**config.mk**
```make
export PLATFORM = sky130hd
export DESIGN_NAME = mem_access_ctrl
export DESIGN_NICKNAME = d
export VERILOG_FILES = /design/src/rtl/mem_ctrl_pkg.sv /design/src/rtl/load_align_ext.sv /design/src/rtl/mem_access_ctrl.sv
export SDC_FILE = /design/constraint.sdc
export NUM_CORES = 1
export LEC_CHECK = 0
export ABC_AREA = 1
export CAP_MARGIN = 10
export CORE_ASPECT_RATIO = 0.8
export CORE_MARGIN = 8
export CORE_UTILIZATION = 38
export DETAILED_ROUTE_END_ITERATION = 10
export HOLD_SLACK_MARGIN = 0.06
export PLACE_DENSITY = 0.76
export SYNTH_ARGS = -nofsm -noshare
export SYNTH_HDL_FRONTEND = slang
export SYNTH_SLANG_ARGS = --single-unit
```
**constraint.sdc**
```tcl
create_clock -name clk -period 1.9 [get_ports clk]
set_clock_uncertainty 0.15 [all_clocks]
set_input_delay 0.38 -clock clk [delete_from_list [all_inputs] [get_ports clk]]
set_output_delay 0.38 -clock clk [all_outputs]
set_load 0.1 [all_outputs]
```
**src/rtl/mem_ctrl_pkg.sv**
```systemverilog
// mem_ctrl_pkg: shared encodings and helpers for the load/store sequencer.
//   SZ_*      : request size encodings (2'b11 is treated as a word)
//   state_t   : sequencer FSM states
//   calc_be   : byte enables from size and byte offset
//   misaligned: alignment check from size and byte offset
package mem_ctrl_pkg;
    localparam logic [1:0] SZ_BYTE = 2'b00;
    localparam logic [1:0] SZ_HALF = 2'b01;
    localparam logic [1:0] SZ_WORD = 2'b10;

    typedef enum logic [1:0] {ST_IDLE, ST_REQ, ST_WAIT, ST_RESP} state_t;

    function automatic logic [3:0] calc_be(input logic [1:0] size, input logic [1:0] off);
        return size[1] ? 4'hf : size[0] ? (off[1] ? 4'hc : 4'h3) : (4'h1 << off);
    endfunction

    function automatic logic misaligned(input logic [1:0] size, input logic [1:0] off);
        return size[1] ? (off != 2'b00) : (size[0] & off[0]);
    endfunction
endpackage

```
**src/rtl/load_align_ext.sv**
```systemverilog
// load_align_ext: selects the addressed lane of a read word and sign/zero extends it.
//   i_word     : raw little-endian memory word
//   i_size     : access size (byte/half/word)
//   i_off      : byte offset within the word
//   i_unsigned : 1 = zero-extend, 0 = sign-extend
//   o_data     : right-justified extended result
module load_align_ext
    import mem_ctrl_pkg::*;
(
    input  logic [31:0] i_word,
    input  logic [1:0]  i_size,
    input  logic [1:0]  i_off,
    input  logic        i_unsigned,
    output logic [31:0] o_data
);
    logic [31:0] w_shift;
    logic [15:0] w_half;
    logic        w_bsign;
    logic        w_hsign;

    assign w_shift = i_word >> {i_off, 3'b000};
    assign w_half  = i_off[1] ? i_word[31:16] : i_word[15:0];
    assign w_bsign = ~i_unsigned & w_shift[7];
    assign w_hsign = ~i_unsigned & w_half[15];
    assign o_data  = i_size[1] ? i_word :
                     i_size[0] ? {{16{w_hsign}}, w_half} :
                                 {{24{w_bsign}}, w_shift[7:0]};
endmodule

```
**src/rtl/mem_access_ctrl.sv**
```systemverilog
// mem_access_ctrl: one-at-a-time load/store sequencer between MEM stage and data memory.
//   i_req_* / o_req_ready : pipeline request handshake (we, size, unsigned, addr, wdata)
//   o_stall               : pipeline hold while a request is in flight
//   o_mem_* / i_mem_gnt   : memory request/grant with byte enables and replicated store data
//   i_mem_rvalid/rdata    : memory read return
//   o_rsp_valid/data/err  : one-cycle completion with extended load data or misalign error
module mem_access_ctrl
    import mem_ctrl_pkg::*;
#(
    parameter int ADDR_W = 32
) (
    input  logic              clk,
    input  logic              rst_n,
    input  logic              i_req_valid,
    output logic              o_req_ready,
    input  logic              i_req_we,
    input  logic [1:0]        i_req_size,
    input  logic              i_req_unsigned,
    input  logic [ADDR_W-1:0] i_req_addr,
    input  logic [31:0]       i_req_wdata,
    output logic              o_stall,
    output logic              o_mem_req,
    input  logic              i_mem_gnt,
    output logic              o_mem_we,
    output logic [ADDR_W-1:0] o_mem_addr,
    output logic [3:0]        o_mem_be,
    output logic [31:0]       o_mem_wdata,
    input  logic              i_mem_rvalid,
    input  logic [31:0]       i_mem_rdata,
    output logic              o_rsp_valid,
    output logic [31:0]       o_rsp_data,
    output logic              o_rsp_err
);
    state_t            r_state;
    state_t            w_next;
    logic              r_we;
    logic [1:0]        r_size;
    logic              r_unsigned;
    logic [ADDR_W-1:0] r_addr;
    logic [31:0]       r_wdata;
    logic [31:0]       r_rdata;
    logic              r_err;
    logic [31:0]       w_load;
    logic              w_accept;

    assign w_accept = (r_state == ST_IDLE) && i_req_valid;

    load_align_ext u_align (
        .i_word     (i_mem_rdata),
        .i_size     (r_size),
        .i_off      (r_addr[1:0]),
        .i_unsigned (r_unsigned),
        .o_data     (w_load)
    );

    always_ff @(posedge clk or negedge rst_n) begin
        if (!rst_n) r_state <= ST_IDLE;
        else        r_state <= w_next;
    end

    // Misaligned requests skip the memory entirely and report straight from RESP.
    always_comb begin
        w_next      = r_state;
        o_req_ready = 1'b0;
        o_stall     = 1'b1;
        o_mem_req   = 1'b0;
        o_rsp_valid = 1'b0;
        case (r_state)
            ST_IDLE: begin
                o_req_ready = 1'b1;
                o_stall     = 1'b0;
                if (i_req_valid) w_next = misaligned(i_req_size, i_req_addr[1:0]) ? ST_RESP : ST_REQ;
            end
            ST_REQ: begin
                o_mem_req = 1'b1;
                if (i_mem_gnt) w_next = r_we ? ST_RESP : ST_WAIT;
            end
            ST_WAIT: if (i_mem_rvalid) w_next = ST_RESP;
            default: begin
                o_rsp_valid = 1'b1;
                w_next      = ST_IDLE;
            end
        endcase
    end

    always_ff @(posedge clk or negedge rst_n) begin
        if (!rst_n) begin
            r_we       <= 1'b0;
            r_size     <= 2'b00;
            r_unsigned <= 1'b0;
            r_addr     <= '0;
            r_wdata    <= '0;
            r_rdata    <= '0;
            r_err      <= 1'b0;
        end else if (w_accept) begin
            r_we       <= i_req_we;
            r_size     <= i_req_size;
            r_unsigned <= i_req_unsigned;
            r_addr     <= i_req_addr;
            r_wdata    <= i_req_wdata;
            r_rdata    <= '0;
            r_err      <= misaligned(i_req_size, i_req_addr[1:0]);
        end else if (r_state == ST_WAIT && i_mem_rvalid) begin
            r_rdata    <= w_load;
        end
    end

    assign o_mem_we    = o_mem_req & r_we;
    assign o_mem_be    = o_mem_req ? calc_be(r_size, r_addr[1:0]) : 4'h0;
    assign o_mem_addr  = {r_addr[ADDR_W-1:2], 2'b00};
    assign o_mem_wdata = r_size[1] ? r_wdata :
                         r_size[0] ? {2{r_wdata[15:0]}} : {4{r_wdata[7:0]}};
    assign o_rsp_data  = r_rdata;
    assign o_rsp_err   = o_rsp_valid & r_err;
endmodule

```
==> out/metrics.yaml, run 1 <==
min_path_type: "reg2reg"
start_util: 0.390
slew_viol_final: 0
dp_hpwl_um: 13200
seqCellArea_um2: 2580
rrSetupSlack_ns: 0
grt_overflow: 0
synth_common_cells: "nand2_1, dfrtp_1, nor2_1"
criticalPathCategory: "reg2out"
setup_ws_ns: -0.227
viasPerCell: 5.00
cp_slowest_cell: "dfrtp_1"
synth.ff_latch_count: 103
worstMarginPinSlew_ns: 0.559
globalplace.congestion: 0.874
cp.arrival_ns: 1.60
r2r_end: "r_state[0]"
core_area_um2: 13600
first_global_vias: 5144
clockRootBuffer: "clkbuf_16"
end_kind: "output pin"
setup_viol: 35
synth_most_common_cell: "nand2_1"
wl_per_cell_um: 18.9
worstRegToRegCells: 10
drt_iter0_drc: 279
routed_wl_um: 18600
required_ns: 1.37
rr_startpoint: "r_state[0]"
drc: 0
yosysTopAreaCellShare: 0.486
cp-endpoint: "o_mem_be[2]"
synth_edf_count: 0
slew-limit-headroom: 0.628
first_pass_iters: 7
antenna_left: 0
clockBufferDepth: 2
period_share: 1.12
antenna_found_initial: 1
synth_area_um2: 5300
path_clk_slew_ns: 0.07
worst-path-max-fanout: 5
io_buffers: 208
fin_crit_ns: 2.13
violations: "setup timing"
htreeDepth: 3
numClockSinks: 103
grt_max_degree: 104
die_h_um: 122
syn_inst: 609
die-width_um: 148
layout-drive-gt1-share: 0.373
clk_latency_ns: 0.34
post_synth_num_cell_types: 26
rsz0062_at_grt: "true"
max_stage_delay_ns: 0.39
ys.flop_type: "dfrtp_1"
status: "finished with violations"
utilization: 0.706
hold_violations: 0
yosys-top-cells-area: "dfrtp_1, nand2_1, mux2_2, buf_4, nor2_1"
postSynthAreaPerCell_um2: 8.70
seq_area_frac_synth: 0.486
multi_input_area_um2: 2760
rows: 38
cts_tree: "yes"
synth_top_area_cell: "dfrtp_1"
max_freq_mhz: 470
via_count: 4894
tritoncts.num_buffers: 9
async_reset_ff_frac: 1.00
grt_pass1_wl_um: 28200
num_io_pins: 211
pre_cts_ws_ns: 0.0160
fillCellCount: 957
max_cap_viol_count: 0
grt.total_usage: 0.197
area_growth_pct: 81.2
crit_start: "r_state[1]"
start_kind: "flip-flop"
yosysWarnings: 0
die-area_um2: 18000
final_nets: 904
crit_chain: "inv_2 > ha_4 > clkinvlp_4 > a21oi_4 > buf_12"
[registers in the layout, indices dropped and copies added (netlist names)]
register,cells
o_rsp_data,32
r_we,1
r_err,1
r_addr,32
r_unsigned,1
r_wdata,32
r_state,2
r_size,2
[cells in the final DEF, fill, tap and decap left out, types with 5 or more instances in the layout]
cell,n
a21oi_4,9
dfrtp_1,100
a21oi_1,21
mux2_2,54
buf_12,113
nand4_1,8
nand2_4,26
inv_2,5
nand2_2,6
clkdlybuf4s50_1,103
clkbuf_16,11
inv_1,22
buf_4,22
nand3_1,16
o21ai_4,15
nor2_1,63
nand2_1,146
o21ai_0,12
[area by class of cell]
cell class	instances	area share
inverter	32	0.0145
antenna	1	0.000261
sequential	103	0.269
multi-input combinational	405	0.287
clock buffer	11	0.0253
clock inverter	3	0.00717
tap	180	0.0235
timing repair buffer	244	0.373
[critical path, delay by kind of cell, from the launching register on]
family | cells | cell delay (ns)
buffers and inverters | 3 | 0.49
AO/OA/AOI/OAI | 1 | 0.22
adder cells (fa/ha/maj) | 1 | 0.14
flip-flops | 1 | 0.39
[cell families after synthesis]
kind of cell | share of synthesized area
flops | 0.486
buf+inv | 0.108
simple gates | 0.217
mux | 0.115
other cells | 0.000708
compound gates | 0.0633
fa+ha+maj | 0.00944
[worst min-delay path by stage]
stage / start / end / depth (start not counted)
2_1_floorplan: rst_n / o_rsp_data[0] / 0
3_3_place_gp: rst_n / r_addr[16] / 2
3_5_place_dp: rst_n / r_addr[28] / 2
4_1_cts: r_wdata[18] / r_wdata[18] / 1
5_1_grt: r_wdata[25] / r_wdata[25] / 1
6_report: r_wdata[31] / r_wdata[31] / 1
[timing repair]
item                                   4_1_cts  5_1_grt
setup buffers                               10        6
setup endpoints to repair                   31       46
hold buffers                                 1        0
cloned                                       2        3
gates resized for setup                     49       34
pin swaps                                    6        9
endpoints found under the hold margin      103        0
[routing by layer]
layer,part of all wire,vias up,wire (um),global-route usage
met5,0,-,0,0
met4,0.022,0,400,0.0610
met3,0.098,30,1820,0.0838
met2,0.51,221,9410,0.346
met1,0.37,2366,6930,0.212
li1,-,2277,-,-
[through the flow]
stage / cell area [um^2] / hold WS, ns / TNS, ns / std cells
6_report: 9600 / 0.367 / -2.98 / 979
5_1_grt: 9600 / 0.387 / -5.90 / 979
3_3_place_gp: 8750 / 0.336 / 0 / 945
2_1_floorplan: 5630 / -0.0656 / -2.76 / 610
3_5_place_dp: 8750 / 0.338 / 0 / 945
4_1_cts: 9390 / 0.369 / -3.40 / 972
Power of run 1 is left out: the tool's default activity adds up to more than one toggle a clock period on the data nets, which glitch-free logic cannot reach.
==> run 2, diff against run 1 <==
--- a/config.mk
+++ b/config.mk
@@ -6,6 +6,7 @@
 export NUM_CORES = 1
 export LEC_CHECK = 0
 export ABC_AREA = 1
+export ABC_CLOCK_PERIOD_IN_PS = 1900
 export CAP_MARGIN = 10
 export CORE_ASPECT_RATIO = 0.8
 export CORE_MARGIN = 8
@@ -13,6 +14,7 @@
 export DETAILED_ROUTE_END_ITERATION = 10
 export HOLD_SLACK_MARGIN = 0.06
 export PLACE_DENSITY = 0.76
+export SLEW_MARGIN = 30
 export SYNTH_ARGS = -nofsm -noshare
 export SYNTH_HDL_FRONTEND = slang
 export SYNTH_SLANG_ARGS = --single-unit
==> results of run 2 <==
Final layout, timing and power as in run 1 (identical DEF).
Power of run 2 is left out for the same reason.
==> run 3, diff against run 2 <==
--- a/config.mk
+++ b/config.mk
@@ -14,6 +14,7 @@
 export DETAILED_ROUTE_END_ITERATION = 10
 export HOLD_SLACK_MARGIN = 0.06
 export PLACE_DENSITY = 0.76
+export RECOVER_POWER = 100
 export SLEW_MARGIN = 30
 export SYNTH_ARGS = -nofsm -noshare
 export SYNTH_HDL_FRONTEND = slang
==> out/metrics.yaml, run 3 (synthesized netlist as in run 1, its figures left out) <==
antenna_left: 0
clockBufferDepth: 2
rows: 38
start_util: 0.390
met1_length_um: 6930
via_count: 4888
cp_slowest_cell: "dfrtp_1"
drc: 0
final_nets: 904
slew-limit-headroom: 0.360
drt_iter0_drc: 326
die-area_um2: 18000
cp.arrival_ns: 1.60
grt_pass1_wl_um: 28200
tritoncts.num_buffers: 9
criticalPathCategory: "reg2out"
antenna_found_initial: 1
die_h_um: 122
first_pass_iters: 5
routed_wl_um: 18500
core_area_um2: 13600
worst-path-max-fanout: 5
crit_chain: "inv_2 > ha_4 > clkinvlp_4 > a21oi_4 > buf_12"
max_freq_mhz: 470
slew_viol_final: 0
setup_ws_ns: -0.229
required_ns: 1.37
io_buffers: 208
num_io_pins: 211
status: "finished with violations"
rsz0062_at_grt: "true"
min_path_type: "reg2reg"
viasPerCell: 4.99
setup_viol: 88
grt_overflow: 0
worstMarginPinSlew_ns: 0.961
grt.total_usage: 0.197
mostFrequentLayoutCells: "nand2_1, clkdlybuf4s50_1, dfrtp_1"
fin_crit_ns: 2.13
dp_hpwl_um: 13200
grt_max_degree: 104
clk_latency_ns: 0.34
end_kind: "output pin"
area_growth_pct: 60.6
layout-drive-gt1-share: 0.372
max_stage_delay_ns: 0.39
setup_tns_ns: -11.06
path_buf_inv: 3
first_global_vias: 5144
wl_met3_um: 1800
globalplace.congestion: 0.874
numClockSinks: 103
period_share: 1.12
wl_met2_um: 9400
layout_commonest_cell: "nand2_1"
max_cap_viol_count: 0
pre_cts_ws_ns: 0.0160
violations: "setup timing"
htreeDepth: 3
top_layer_used: "met4"
clockRootBuffer: "clkbuf_16"
path_delay_family: "buffers and inverters"
hold_violations: 0
path_clk_slew_ns: 0.07
cts_tree: "yes"
wl_per_cell_um: 18.9
start_kind: "flip-flop"
die-width_um: 148
==> run 3: changes by cell type in the layout (fill, tap and decap cells not counted), sizes merged <==
cell	delta
buf	-69
clkbuf	+69
==> run 3: final cells by class <==
type,instances,area (um^2)
timing repair buffer,244,2510
clock buffer,11,243
sequential,103,2580
inverter,32,136
tap,180,225
antenna,1,2.50
multi-input combinational,405,2750
fill,1084,5080
clock inverter,3,68.8
==> run 3: worst min-delay path: stages (launching register included) <==
cell and delay, ns:
dfrtp_1 0.35, nand2_1 0.06, nand2_1 0.05
==> run 3: stage by stage <==
step	utilization	hold slack [ns]	instance area (um^2)	instances
final	0.626	0.339	8510	979
after global routing	0.626	0.357	8510	979
after CTS	0.691	0.369	9390	972
after detailed placement	0.643	0.338	8750	945
after global placement	0.643	0.336	8750	945
after floorplan	-	-0.0656	5630	610
==> run 3: path summary, 6_finish.rpt <==
path / slack [ns] / to / cells past startpoint / from
min in group asynchronous: 0.64 / r_wdata[16] / 3 / rst_n
setup reg to reg: -0.20 / r_wdata[21] / 7 / r_state[0]
setup / recovery: -0.23 / o_mem_be[2] / 5 / r_state[1]
hold / removal: 0.34 / o_rsp_data[25] / 2 / o_rsp_data[25]
hold reg to reg: 0.34 / o_rsp_data[25] / 2 / o_rsp_data[25]
max in group asynchronous: 0.21 / r_size[1] / 3 / rst_n
==> run 3: timing repair <==
item | CTS | global route
hold endpoints to repair | 103 | 0
hold buffers | 1 | 0
buffers inserted | 10 | 6
pin swaps | 6 | 9
gates resized for setup | 49 | 34
endpoints found under the setup margin | 31 | 46
cloned | 2 | 3
==> run 3: per-layer routing <==
layer,vias to the layer above,track usage
met5,-,0
met4,0,0.0610
met1,2364,0.212
li1,2277,-
met3,28,0.0838
met2,219,0.346
Power of run 3 is left out for the same reason.
